## config.mk

```make
export PLATFORM = sky130hd
export DESIGN_NAME = wt_store_merge_buffer
export DESIGN_NICKNAME = d
export VERILOG_FILES = /design/src/rtl/wbuf_pkg.sv /design/src/rtl/wbuf_tid_alloc.sv /design/src/rtl/wt_store_merge_buffer.sv
export SDC_FILE = /design/constraint.sdc
export NUM_CORES = 2
export LEC_CHECK = 0
export ABC_AREA = 1
export BUFFER_PORTS_ARGS = -buffer_cell sky130_fd_sc_hd__buf_4
export CAP_MARGIN = 30
export CORE_MARGIN = 2
export CORE_UTILIZATION = 62
export CTS_BUF_LIST = sky130_fd_sc_hd__clkbuf_8 sky130_fd_sc_hd__clkbuf_16
export DETAILED_ROUTE_END_ITERATION = 7
export PLACE_DENSITY_LB_ADDON = 0.12
export REMOVE_ABC_BUFFERS = 1
export SETUP_SLACK_MARGIN = 0.3
export SLEW_MARGIN = 20
export SYNTH_ARGS = -nofsm -noshare
export SYNTH_HDL_FRONTEND = slang
export SYNTH_SLANG_ARGS = --single-unit
```

## constraint.sdc

```tcl
create_clock -name clk_i -period 39.4 [get_ports clk_i]
set_input_delay 3.94 -clock clk_i [delete_from_list [all_inputs] [get_ports clk_i]]
set_output_delay 3.94 -clock clk_i [all_outputs]
set_load 0.1 [all_outputs]
```

## src/rtl/wbuf_pkg.sv

```systemverilog
// Shared types and helpers for the write-through store merge buffer.
package wbuf_pkg;

  localparam int unsigned WBUF_DEPTH  = 8;
  localparam int unsigned WBUF_ADDR_W = 64;
  localparam int unsigned WBUF_DATA_W = 64;
  localparam int unsigned WBUF_BE_W   = WBUF_DATA_W / 8;
  localparam int unsigned WBUF_OFF_W  = $clog2(WBUF_BE_W);
  localparam int unsigned WBUF_TID_W  = 2;

  typedef enum logic [1:0] {
    FREE = 2'd0,
    PEND = 2'd1,
    INFL = 2'd2
  } wbuf_state_e;

  typedef struct packed {
    logic [WBUF_ADDR_W-1:0] addr;
    logic [WBUF_DATA_W-1:0] data;
    logic [WBUF_BE_W-1:0]   be;
    logic                   nc;
    logic [WBUF_TID_W-1:0]  tid;
    wbuf_state_e            state;
  } wbuf_entry_t;

  // Clears the byte-offset bits so doubleword addresses compare directly.
  function automatic logic [WBUF_ADDR_W-1:0] dword_addr(input logic [WBUF_ADDR_W-1:0] a);
    return {a[WBUF_ADDR_W-1:WBUF_OFF_W], WBUF_OFF_W'(0)};
  endfunction

endpackage

```

## src/rtl/wbuf_tid_alloc.sv

```systemverilog
// Free-bitmap transaction ID allocator: lowest-free grant, same-cycle alloc and release.
module wbuf_tid_alloc #(
  parameter int unsigned TID_W = 2
) (
  input  logic             clk_i,
  input  logic             rst_i,
  input  logic             alloc_i,
  input  logic             release_i,
  input  logic [TID_W-1:0] release_tid_i,
  output logic [TID_W-1:0] gnt_tid_c_o,
  output logic             any_free_c_o
);

  localparam int unsigned NUM_TID = 1 << TID_W;

  logic [NUM_TID-1:0] busy_q, busy_d;

  always_comb begin : grant
    gnt_tid_c_o  = '0;
    any_free_c_o = 1'b0;
    for (int i = int'(NUM_TID) - 1; i >= 0; i--) begin
      if (!busy_q[i]) begin
        gnt_tid_c_o  = TID_W'(i);
        any_free_c_o = 1'b1;
      end
    end
  end

  // Releasing an idle ID leaves it idle, so stray acks are harmless.
  always_comb begin : next_busy
    busy_d = busy_q;
    if (release_i) busy_d[release_tid_i] = 1'b0;
    if (alloc_i && any_free_c_o) busy_d[gnt_tid_c_o] = 1'b1;
  end

  always_ff @(posedge clk_i or posedge rst_i) begin
    if (rst_i) busy_q <= '0;
    else       busy_q <= busy_d;
  end

  ack_known_tid : assert property (@(posedge clk_i) disable iff (rst_i)
                                   release_i |-> busy_q[release_tid_i])
    else $warning("wbuf_tid_alloc: ack for unallocated tid %0d", release_tid_i);

endmodule

```

## src/rtl/wt_store_merge_buffer.sv

```systemverilog
// Merging store write buffer between the store unit and the memory adapter.
// Optional WBUF_MERGE_STATS_EN adds saturating allocation/merge counters.
module wt_store_merge_buffer
  import wbuf_pkg::*;
#(
  parameter int unsigned DEPTH = WBUF_DEPTH
) (
  input  logic                   clk_i,
  input  logic                   rst_i,
  input  logic                   req_valid_i,
  output logic                   req_ready_o,
  input  logic [WBUF_ADDR_W-1:0] req_addr_i,
  input  logic [WBUF_DATA_W-1:0] req_data_i,
  input  logic [WBUF_BE_W-1:0]   req_be_i,
  input  logic                   req_nc_i,
  output logic                   mem_valid_o,
  input  logic                   mem_ready_i,
  output logic [WBUF_ADDR_W-1:0] mem_addr_o,
  output logic [WBUF_DATA_W-1:0] mem_data_o,
  output logic [WBUF_BE_W-1:0]   mem_be_o,
  output logic                   mem_nc_o,
  output logic [WBUF_TID_W-1:0]  mem_tid_o,
  input  logic                   mem_ack_valid_i,
  input  logic [WBUF_TID_W-1:0]  mem_ack_tid_i,
  input  logic [WBUF_ADDR_W-1:0] hzd_addr_i,
  output logic                   hzd_o,
`ifdef WBUF_MERGE_STATS_EN
  output logic [31:0]            stat_alloc_o,
  output logic [31:0]            stat_merge_o,
`endif
  output logic                   empty_o,
  output logic                   full_o
);

  localparam int unsigned ADDR_W = WBUF_ADDR_W;
  localparam int unsigned BE_W   = WBUF_BE_W;
  localparam int unsigned TID_W  = WBUF_TID_W;
  localparam int unsigned IDX_W  = $clog2(DEPTH);
  localparam int unsigned PTR_W  = IDX_W + 1;

  wbuf_entry_t      entries_q [DEPTH];
  wbuf_entry_t      entries_d [DEPTH];
  logic [IDX_W-1:0] fifo_q    [DEPTH];
  logic [IDX_W-1:0] fifo_d    [DEPTH];
  logic [PTR_W-1:0] rd_ptr_q, rd_ptr_d, wr_ptr_q, wr_ptr_d;
  logic             empty_q, empty_d, full_q, full_d;

  logic [IDX_W-1:0]  head_idx, hit_idx, alloc_idx;
  logic              fifo_nonempty, merge_hit, req_fire, issue_fire;
  logic              tid_any_free;
  logic [TID_W-1:0]  tid_gnt;
  logic [ADDR_W-1:0] req_dw, hzd_dw;

  wbuf_tid_alloc #(.TID_W(TID_W)) u_tid_alloc (
    .clk_i         (clk_i),
    .rst_i         (rst_i),
    .alloc_i       (issue_fire),
    .release_i     (mem_ack_valid_i),
    .release_tid_i (mem_ack_tid_i),
    .gnt_tid_c_o   (tid_gnt),
    .any_free_c_o  (tid_any_free)
  );

  assign req_dw        = dword_addr(req_addr_i);
  assign hzd_dw        = dword_addr(hzd_addr_i);
  assign head_idx      = fifo_q[rd_ptr_q[IDX_W-1:0]];
  assign fifo_nonempty = (rd_ptr_q != wr_ptr_q);

  assign mem_valid_o = fifo_nonempty && (entries_q[head_idx].state == PEND) && tid_any_free;
  assign mem_addr_o  = entries_q[head_idx].addr;
  assign mem_data_o  = entries_q[head_idx].data;
  assign mem_be_o    = entries_q[head_idx].be;
  assign mem_nc_o    = entries_q[head_idx].nc;
  assign mem_tid_o   = tid_gnt;

  assign req_ready_o = merge_hit || !full_q;
  assign req_fire    = req_valid_i && req_ready_o;
  assign issue_fire  = mem_valid_o && mem_ready_i;
  assign empty_o     = empty_q;
  assign full_o      = full_q;

  // The presented head is locked so the issue payload stays stable until accepted.
  always_comb begin : search
    merge_hit = 1'b0;
    hit_idx   = '0;
    alloc_idx = '0;
    hzd_o     = 1'b0;
    for (int i = int'(DEPTH) - 1; i >= 0; i--) begin
      if (entries_q[i].state == FREE) alloc_idx = IDX_W'(i);
    end
    for (int i = 0; i < int'(DEPTH); i++) begin
      if (!req_nc_i && (entries_q[i].state == PEND) && !entries_q[i].nc &&
          (entries_q[i].addr == req_dw) && !(mem_valid_o && (head_idx == IDX_W'(i)))) begin
        merge_hit = 1'b1;
        hit_idx   = IDX_W'(i);
      end
      if ((entries_q[i].state != FREE) && (entries_q[i].addr == hzd_dw)) hzd_o = 1'b1;
    end
  end

  always_comb begin : next_state
    entries_d = entries_q;
    fifo_d    = fifo_q;
    rd_ptr_d  = rd_ptr_q;
    wr_ptr_d  = wr_ptr_q;
    empty_d   = 1'b1;
    full_d    = 1'b1;

    for (int i = 0; i < int'(DEPTH); i++) begin
      if (mem_ack_valid_i && (entries_q[i].state == INFL) && (entries_q[i].tid == mem_ack_tid_i))
        entries_d[i].state = FREE;
    end

    if (issue_fire) begin
      entries_d[head_idx].state = INFL;
      entries_d[head_idx].tid   = tid_gnt;
      rd_ptr_d                  = rd_ptr_q + PTR_W'(1);
    end

    if (req_fire) begin
      if (merge_hit) begin
        for (int b = 0; b < int'(BE_W); b++) begin
          if (req_be_i[b]) entries_d[hit_idx].data[8*b +: 8] = req_data_i[8*b +: 8];
        end
        entries_d[hit_idx].be = entries_q[hit_idx].be | req_be_i;
      end else begin
        entries_d[alloc_idx] = '{addr: req_dw, data: req_data_i, be: req_be_i,
                                 nc: req_nc_i, tid: '0, state: PEND};
        fifo_d[wr_ptr_q[IDX_W-1:0]] = alloc_idx;
        wr_ptr_d                    = wr_ptr_q + PTR_W'(1);
      end
    end

    for (int i = 0; i < int'(DEPTH); i++) begin
      if (entries_d[i].state != FREE) empty_d = 1'b0;
      else                            full_d  = 1'b0;
    end
  end

  always_ff @(posedge clk_i or posedge rst_i) begin
    if (rst_i) begin
      for (int i = 0; i < int'(DEPTH); i++) begin
        entries_q[i] <= '0;
        fifo_q[i]    <= '0;
      end
      rd_ptr_q <= '0;
      wr_ptr_q <= '0;
      empty_q  <= 1'b1;
      full_q   <= 1'b0;
    end else begin
      entries_q <= entries_d;
      fifo_q    <= fifo_d;
      rd_ptr_q  <= rd_ptr_d;
      wr_ptr_q  <= wr_ptr_d;
      empty_q   <= empty_d;
      full_q    <= full_d;
    end
  end

`ifdef WBUF_MERGE_STATS_EN
  logic [31:0] stat_alloc_q, stat_merge_q;

  always_ff @(posedge clk_i or posedge rst_i) begin
    if (rst_i) begin
      stat_alloc_q <= '0;
      stat_merge_q <= '0;
    end else begin
      if (req_fire && !merge_hit && (stat_alloc_q != '1)) stat_alloc_q <= stat_alloc_q + 32'd1;
      if (req_fire &&  merge_hit && (stat_merge_q != '1)) stat_merge_q <= stat_merge_q + 32'd1;
    end
  end

  assign stat_alloc_o = stat_alloc_q;
  assign stat_merge_o = stat_merge_q;
`endif

endmodule

```

==> impl_metrics.prom, run 1 <==
# TYPE chip_impl_metric gauge
chip_impl_info{name="outcome",value="aborted with a tool error"} 1
chip_impl_info{name="lastStage",value="5_1_grt"} 1
chip_impl_info{name="first_error_message",value="[ERROR GRT-0116] Global routing finished with congestion. Check the congestion regions in the DRC Viewer."} 1
chip_impl_metric{name="cts.repair.resized",unit=""} 0
chip_impl_metric{name="synth_enable_flop_cells",unit=""} 0
chip_impl_info{name="synth_common_cells",value="2348 x sky130_fd_sc_hd__nand2_1, 1141 x sky130_fd_sc_hd__dfrtp_1, 998 x sky130_fd_sc_hd__o21ai_0"} 1
chip_impl_metric{name="floorplan.initialDensity",unit="%"} 62.5
chip_impl_metric{name="ys_types",unit=""} 62
chip_impl_info{name="synth.area.top_cells",value="sky130_fd_sc_hd__dfrtp_1 45%, sky130_fd_sc_hd__nand2_1 14%, sky130_fd_sc_hd__o21ai_0 7.9%, sky130_fd_sc_hd__inv_1 4.3%, sky130_fd_sc_hd__xor2_1 3.2%"} 1
chip_impl_metric{name="die_h",unit="µm"} 324
chip_impl_metric{name="clk_path_buf_depth",unit=""} 3
chip_impl_metric{name="grt.total_usage",unit="%"} 72.8
chip_impl_metric{name="synth_sequential_area_ratio",unit="%"} 45.0
chip_impl_metric{name="synth-seq-cells",unit=""} 1142
chip_impl_metric{name="grt_max_degree",unit=""} 186
chip_impl_metric{name="grt_first_pass_wirelength",unit="mm"} 533
chip_impl_metric{name="avgSynthCellArea",unit="µm²"} 7.76
chip_impl_metric{name="htree_levels",unit=""} 3
chip_impl_metric{name="number_of_sinks_handled_by_clock_tree_synthesis",unit=""} 1142
chip_impl_info{name="clock-root-buffer",value="sky130_fd_sc_hd__clkbuf_16"} 1
chip_impl_metric{name="place.gp.congestion",unit=""} 1.49
chip_impl_metric{name="synth-warning-count",unit=""} 0
chip_impl_metric{name="postCtsSetupRepairBufs",unit=""} 0
chip_impl_metric{name="io_buffer_count",unit=""} 342
chip_impl_metric{name="grt.overflow.total",unit=""} 1
chip_impl_metric{name="floorplan.die.width",unit="µm"} 324
chip_impl_metric{name="place.detailed.hpwl",unit="mm"} 253
chip_impl_metric{name="async_reset_ff_share",unit="%"} 100
chip_impl_metric{name="mappedNetlistArea",unit="µm²"} 63500
chip_impl_info{name="postSynth.topFlopCell",value="sky130_fd_sc_hd__dfrtp_1"} 1
chip_impl_info{name="yosysMostFrequentCell",value="sky130_fd_sc_hd__nand2_1"} 1
chip_impl_metric{name="rows",unit=""} 117
chip_impl_metric{name="grt_pass1_vias",unit=""} 71400
chip_impl_metric{name="count_of_mapped_cells_out_of_synthesis",unit=""} 8180
chip_impl_metric{name="hold_buffers",unit=""} 0
chip_impl_metric{name="cts_inserted_buffers",unit=""} 116
chip_impl_metric{name="boundaryPins",unit=""} 352
chip_impl_info{name="yosysTopAreaCell",value="sky130_fd_sc_hd__dfrtp_1"} 1
chip_impl_metric{name="synth_top_area_share",unit="%"} 45.0
layer usage:
layer | overflow | GRT usage [%]
met1 | 0 | 77.3
met2 | 0 | 86.5
met3 | 0 | 59.1
met4 | 1 | 62.3
met5 | 0 | 37.6
cells by family after synthesis:
| group | share of synthesized area, % |
|---|---|
| buffers and inverters | 7.96 |
| DFF | 45.0 |
| adders and majority gates | 0.0394 |
| xor gates and xnor gates | 5.81 |
| AOI/OAI and AO/OA | 19.4 |
| and+or+nand+nor | 21.8 |
| other | 0.00591 |
through the flow:
stage	hold slack (ns)	utilization (%)	cell area, µm²	instances	setup slack (ns)
4_1_cts	0.474	69.2	70400	9683	26.99
2_1_floorplan	0.442	-	61400	7680	3.30
3_3_place_gp	0.455	65.3	66400	9468	27.06
3_5_place_dp	0.459	65.4	66400	9473	27.02
==> run 2, diff against run 1 <==
--- a/config.mk
+++ b/config.mk
@@ -9,12 +9,10 @@
 export BUFFER_PORTS_ARGS = -buffer_cell sky130_fd_sc_hd__buf_4
 export CAP_MARGIN = 30
 export CORE_MARGIN = 2
-export CORE_UTILIZATION = 62
-export CTS_BUF_LIST = sky130_fd_sc_hd__clkbuf_8 sky130_fd_sc_hd__clkbuf_16
+export CORE_UTILIZATION = 40
 export DETAILED_ROUTE_END_ITERATION = 7
-export PLACE_DENSITY_LB_ADDON = 0.12
+export PLACE_DENSITY_LB_ADDON = 0.15
 export REMOVE_ABC_BUFFERS = 1
-export SETUP_SLACK_MARGIN = 0.3
 export SLEW_MARGIN = 20
 export SYNTH_ARGS = -nofsm -noshare
 export SYNTH_HDL_FRONTEND = slang
==> impl_metrics.prom, run 2 <==
# TYPE chip_impl_metric gauge
chip_impl_metric{name="cts.repair.resized",unit=""} 0
chip_impl_metric{name="largest_reg_flops",unit=""} 1104
chip_impl_metric{name="tightestPinTransition",unit="ns"} 1.42
chip_impl_metric{name="synth-warning-count",unit=""} 0
chip_impl_metric{name="worstPathMaxFanout",unit=""} 10
chip_impl_metric{name="hold_slack",unit="ns"} 0.476
chip_impl_metric{name="design.core.area",unit="µm²"} 158000
chip_impl_info{name="postSynth.topFlopCell",value="sky130_fd_sc_hd__dfrtp_1"} 1
chip_impl_metric{name="floorplan.initialDensity",unit="%"} 40.2
chip_impl_metric{name="mappedNetlistArea",unit="µm²"} 63500
chip_impl_metric{name="detail_route.wl_per_cell",unit="µm"} 43.0
chip_impl_metric{name="synth-seq-cells",unit=""} 1142
chip_impl_metric{name="grt_first_pass_wirelength",unit="mm"} 598
chip_impl_metric{name="floorplan.die.width",unit="µm"} 402
chip_impl_metric{name="setup_violations",unit=""} 0
chip_impl_metric{name="clk_path_buf_depth",unit=""} 3
chip_impl_metric{name="remaining_number_of_nets_flagged_by_the_antenna_check_after_routing",unit=""} 0
chip_impl_metric{name="boundaryPins",unit=""} 352
chip_impl_metric{name="die_h",unit="µm"} 402
chip_impl_metric{name="grt_pass1_vias",unit=""} 64200
chip_impl_info{name="unrepaired_setup_endpoints_after_global_routing",value="false"} 1
chip_impl_metric{name="die_area",unit="µm²"} 162000
chip_impl_metric{name="number_of_sinks_handled_by_clock_tree_synthesis",unit=""} 1142
chip_impl_info{name="regMostFlops",value="entries_q"} 1
chip_impl_metric{name="fin_util",unit="%"} 46.5
chip_impl_metric{name="total_via_count_in_the_routed_design",unit=""} 71400
chip_impl_metric{name="final_slew_violations",unit=""} 0
chip_impl_metric{name="grt.overflow.total",unit=""} 0
chip_impl_metric{name="cp_data_required_time",unit="ns"} 35.46
chip_impl_metric{name="count_of_mapped_cells_out_of_synthesis",unit=""} 8180
chip_impl_metric{name="timing.fmax",unit="MHz"} 80.8
chip_impl_info{name="outcome",value="finished, violations left"} 1
chip_impl_info{name="synth_common_cells",value="2348 x sky130_fd_sc_hd__nand2_1, 1141 x sky130_fd_sc_hd__dfrtp_1, 998 x sky130_fd_sc_hd__o21ai_0"} 1
chip_impl_metric{name="synth_top_area_share",unit="%"} 45.0
chip_impl_metric{name="io_buffer_count",unit=""} 342
chip_impl_info{name="cts_tree",value="done"} 1
chip_impl_metric{name="final_min_period_over_clock_period",unit="%"} 31.4
chip_impl_metric{name="ratio_of_cells_with_drive_above_1_in_the_final_layout",unit="%"} 11.7
chip_impl_metric{name="htree_levels",unit=""} 4
chip_impl_info{name="clock-root-buffer",value="sky130_fd_sc_hd__clkbuf_16"} 1
chip_impl_info{name="timing.critical_path.to_type",value="output port"} 1
chip_impl_metric{name="route.final.wire_length",unit="mm"} 457
chip_impl_info{name="failing_checks",value="DRC"} 1
chip_impl_metric{name="ys_types",unit=""} 62
chip_impl_metric{name="drt_pass1_iterations",unit=""} 8
chip_impl_metric{name="rows",unit=""} 146
chip_impl_metric{name="drt_iter0_markers",unit=""} 12800
chip_impl_metric{name="async_reset_ff_share",unit="%"} 100
chip_impl_metric{name="antenna_found_initial",unit=""} 66
chip_impl_info{name="yosysTopAreaCell",value="sky130_fd_sc_hd__dfrtp_1"} 1
chip_impl_metric{name="insertion_delay",unit="ns"} 0.84
chip_impl_metric{name="drcViolationCount",unit=""} 28
chip_impl_metric{name="layout-area-overhead-vs-synth",unit="%"} 15.7
chip_impl_metric{name="synth_sequential_area_ratio",unit="%"} 45.0
chip_impl_metric{name="grt.total_usage",unit="%"} 55.4
chip_impl_metric{name="setup_total_negative_slack",unit="ns"} 0
chip_impl_metric{name="seq_area",unit="µm²"} 28600
chip_impl_metric{name="avgSynthCellArea",unit="µm²"} 7.76
chip_impl_metric{name="skew",unit="ns"} 0.0625
chip_impl_info{name="critPathLaunchType",value="primary input"} 1
chip_impl_metric{name="fin_nets",unit=""} 8585
chip_impl_info{name="final_cell_mix",value="2345 x sky130_fd_sc_hd__nand2_1, 1141 x sky130_fd_sc_hd__dfrtp_1, 995 x sky130_fd_sc_hd__o21ai_0"} 1
chip_impl_metric{name="cts_inserted_buffers",unit=""} 137
chip_impl_metric{name="postCtsSetupRepairBufs",unit=""} 0
chip_impl_info{name="yosysMostFrequentCell",value="sky130_fd_sc_hd__nand2_1"} 1
chip_impl_metric{name="cp.arrival",unit="ns"} 8.43
chip_impl_info{name="crit_type",value="in -> out"} 1
chip_impl_metric{name="place.gp.congestion",unit=""} 1.20
chip_impl_metric{name="multi_input_area",unit="µm²"} 30100
chip_impl_metric{name="final_critical_path_required_period",unit="ns"} 12.37
chip_impl_info{name="synth.area.top_cells",value="sky130_fd_sc_hd__dfrtp_1 45%, sky130_fd_sc_hd__nand2_1 14%, sky130_fd_sc_hd__o21ai_0 7.9%, sky130_fd_sc_hd__inv_1 4.3%, sky130_fd_sc_hd__xor2_1 3.2%"} 1
chip_impl_metric{name="cts.clk_slew.worst_paths",unit="ns"} 0.06
chip_impl_metric{name="via_per_inst",unit=""} 6.73
chip_impl_info{name="hold_path_class",value="reg -> reg"} 1
chip_impl_metric{name="timing.slew.headroom",unit="%"} 4.67
chip_impl_metric{name="fill_cells",unit=""} 15400
chip_impl_metric{name="synth_enable_flop_cells",unit=""} 0
chip_impl_metric{name="maxcap_violations",unit=""} 0
chip_impl_metric{name="hold_buffers",unit=""} 0
chip_impl_info{name="final_common_cell",value="sky130_fd_sc_hd__nand2_1"} 1
chip_impl_metric{name="timing_hold_violations_final",unit=""} 0
chip_impl_info{name="top_regs",value="entries_q (1104), fifo_q (24)"} 1
chip_impl_metric{name="grt_max_degree",unit=""} 124
chip_impl_metric{name="place.detailed.hpwl",unit="mm"} 337
[run 2: cell counts after synthesis]
Identical to the previous run, type by type.
[run 2: final cells by class]
cell class / instances / area share, %
Inverter: 772 / 4.01
Sequential cell: 1142 / 38.9
Timing Repair Buffer: 556 / 5.95
Clock inverter: 57 / 1.12
Antenna cell: 56 / 0.191
Multi-Input combinational cell: 5766 / 41.0
Tap cell: 2072 / 3.53
Clock buffer: 191 / 5.33
[run 2: kinds of logic after synthesis]
| group | count (synthesis) | share of synthesized area [%] |
|---|---|---|
| flip-flops | 1142 | 45.0 |
| AO/OA/AOI/OAI | 2056 | 19.4 |
| buffers and inverters | 1274 | 7.96 |
| adder cells (fa/ha/maj) | 2 | 0.0394 |
| AND/OR/NAND/NOR | 3284 | 21.8 |
| other | 1 | 0.00591 |
| XOR/XNOR | 421 | 5.81 |
[run 2: per-layer routing]
layer  routed length, µm  vias to the layer above  global-route usage, %  part of all wire (%)
li1                    -                    27900                      -                     -
met5                 724                        -                   2.91                  0.16
met1              160000                    34800                   64.8                    35
met4               49400                       40                   44.7                    11
met3               69100                     2010                   29.0                    15
met2              177000                     6657                   74.7                    39
[run 2: final timing paths]
check                           cells after the start               to  slack, ns            start
worst max register to register                     20   entries_q[157]      31.74    entries_q[82]
worst max-delay path                               11            hzd_o      27.03   hzd_addr_i[24]
max in group asynchronous                           6   entries_q[522]      32.46            rst_i
min in group asynchronous                           2   entries_q[741]       3.20            rst_i
worst min-delay path                                2  entries_q[1020]       0.48  entries_q[1020]
worst min register to register                      2  entries_q[1020]       0.48  entries_q[1020]
[run 2: critical path, cell delays in order]
cell and delay [ns]:
sky130_fd_sc_hd__buf_4 0.25, sky130_fd_sc_hd__clkinv_1 0.95, sky130_fd_sc_hd__nand2_1 0.59, sky130_fd_sc_hd__o211ai_1 0.16
sky130_fd_sc_hd__buf_4 0.24, sky130_fd_sc_hd__nor3_1 0.47, sky130_fd_sc_hd__nand4_1 0.15, sky130_fd_sc_hd__nor4_1 0.98
sky130_fd_sc_hd__nor4_1 0.21, sky130_fd_sc_hd__nand2_1 0.15, sky130_fd_sc_hd__buf_4 0.30
[run 2: stage by stage]
step	cell area [µm²]	worst slack, ns	cells
6_report	73500	27.03	10600
5_1_grt	73300	27.36	10600
2_1_floorplan	61400	3.30	7680
3_3_place_gp	67900	27.08	10300
4_1_cts	72900	27.40	10500
3_5_place_dp	68200	27.41	10300
Power of run 2 is left out: the tool's default activity adds up to more than one toggle a clock period on the data nets, which glitch-free logic cannot reach.
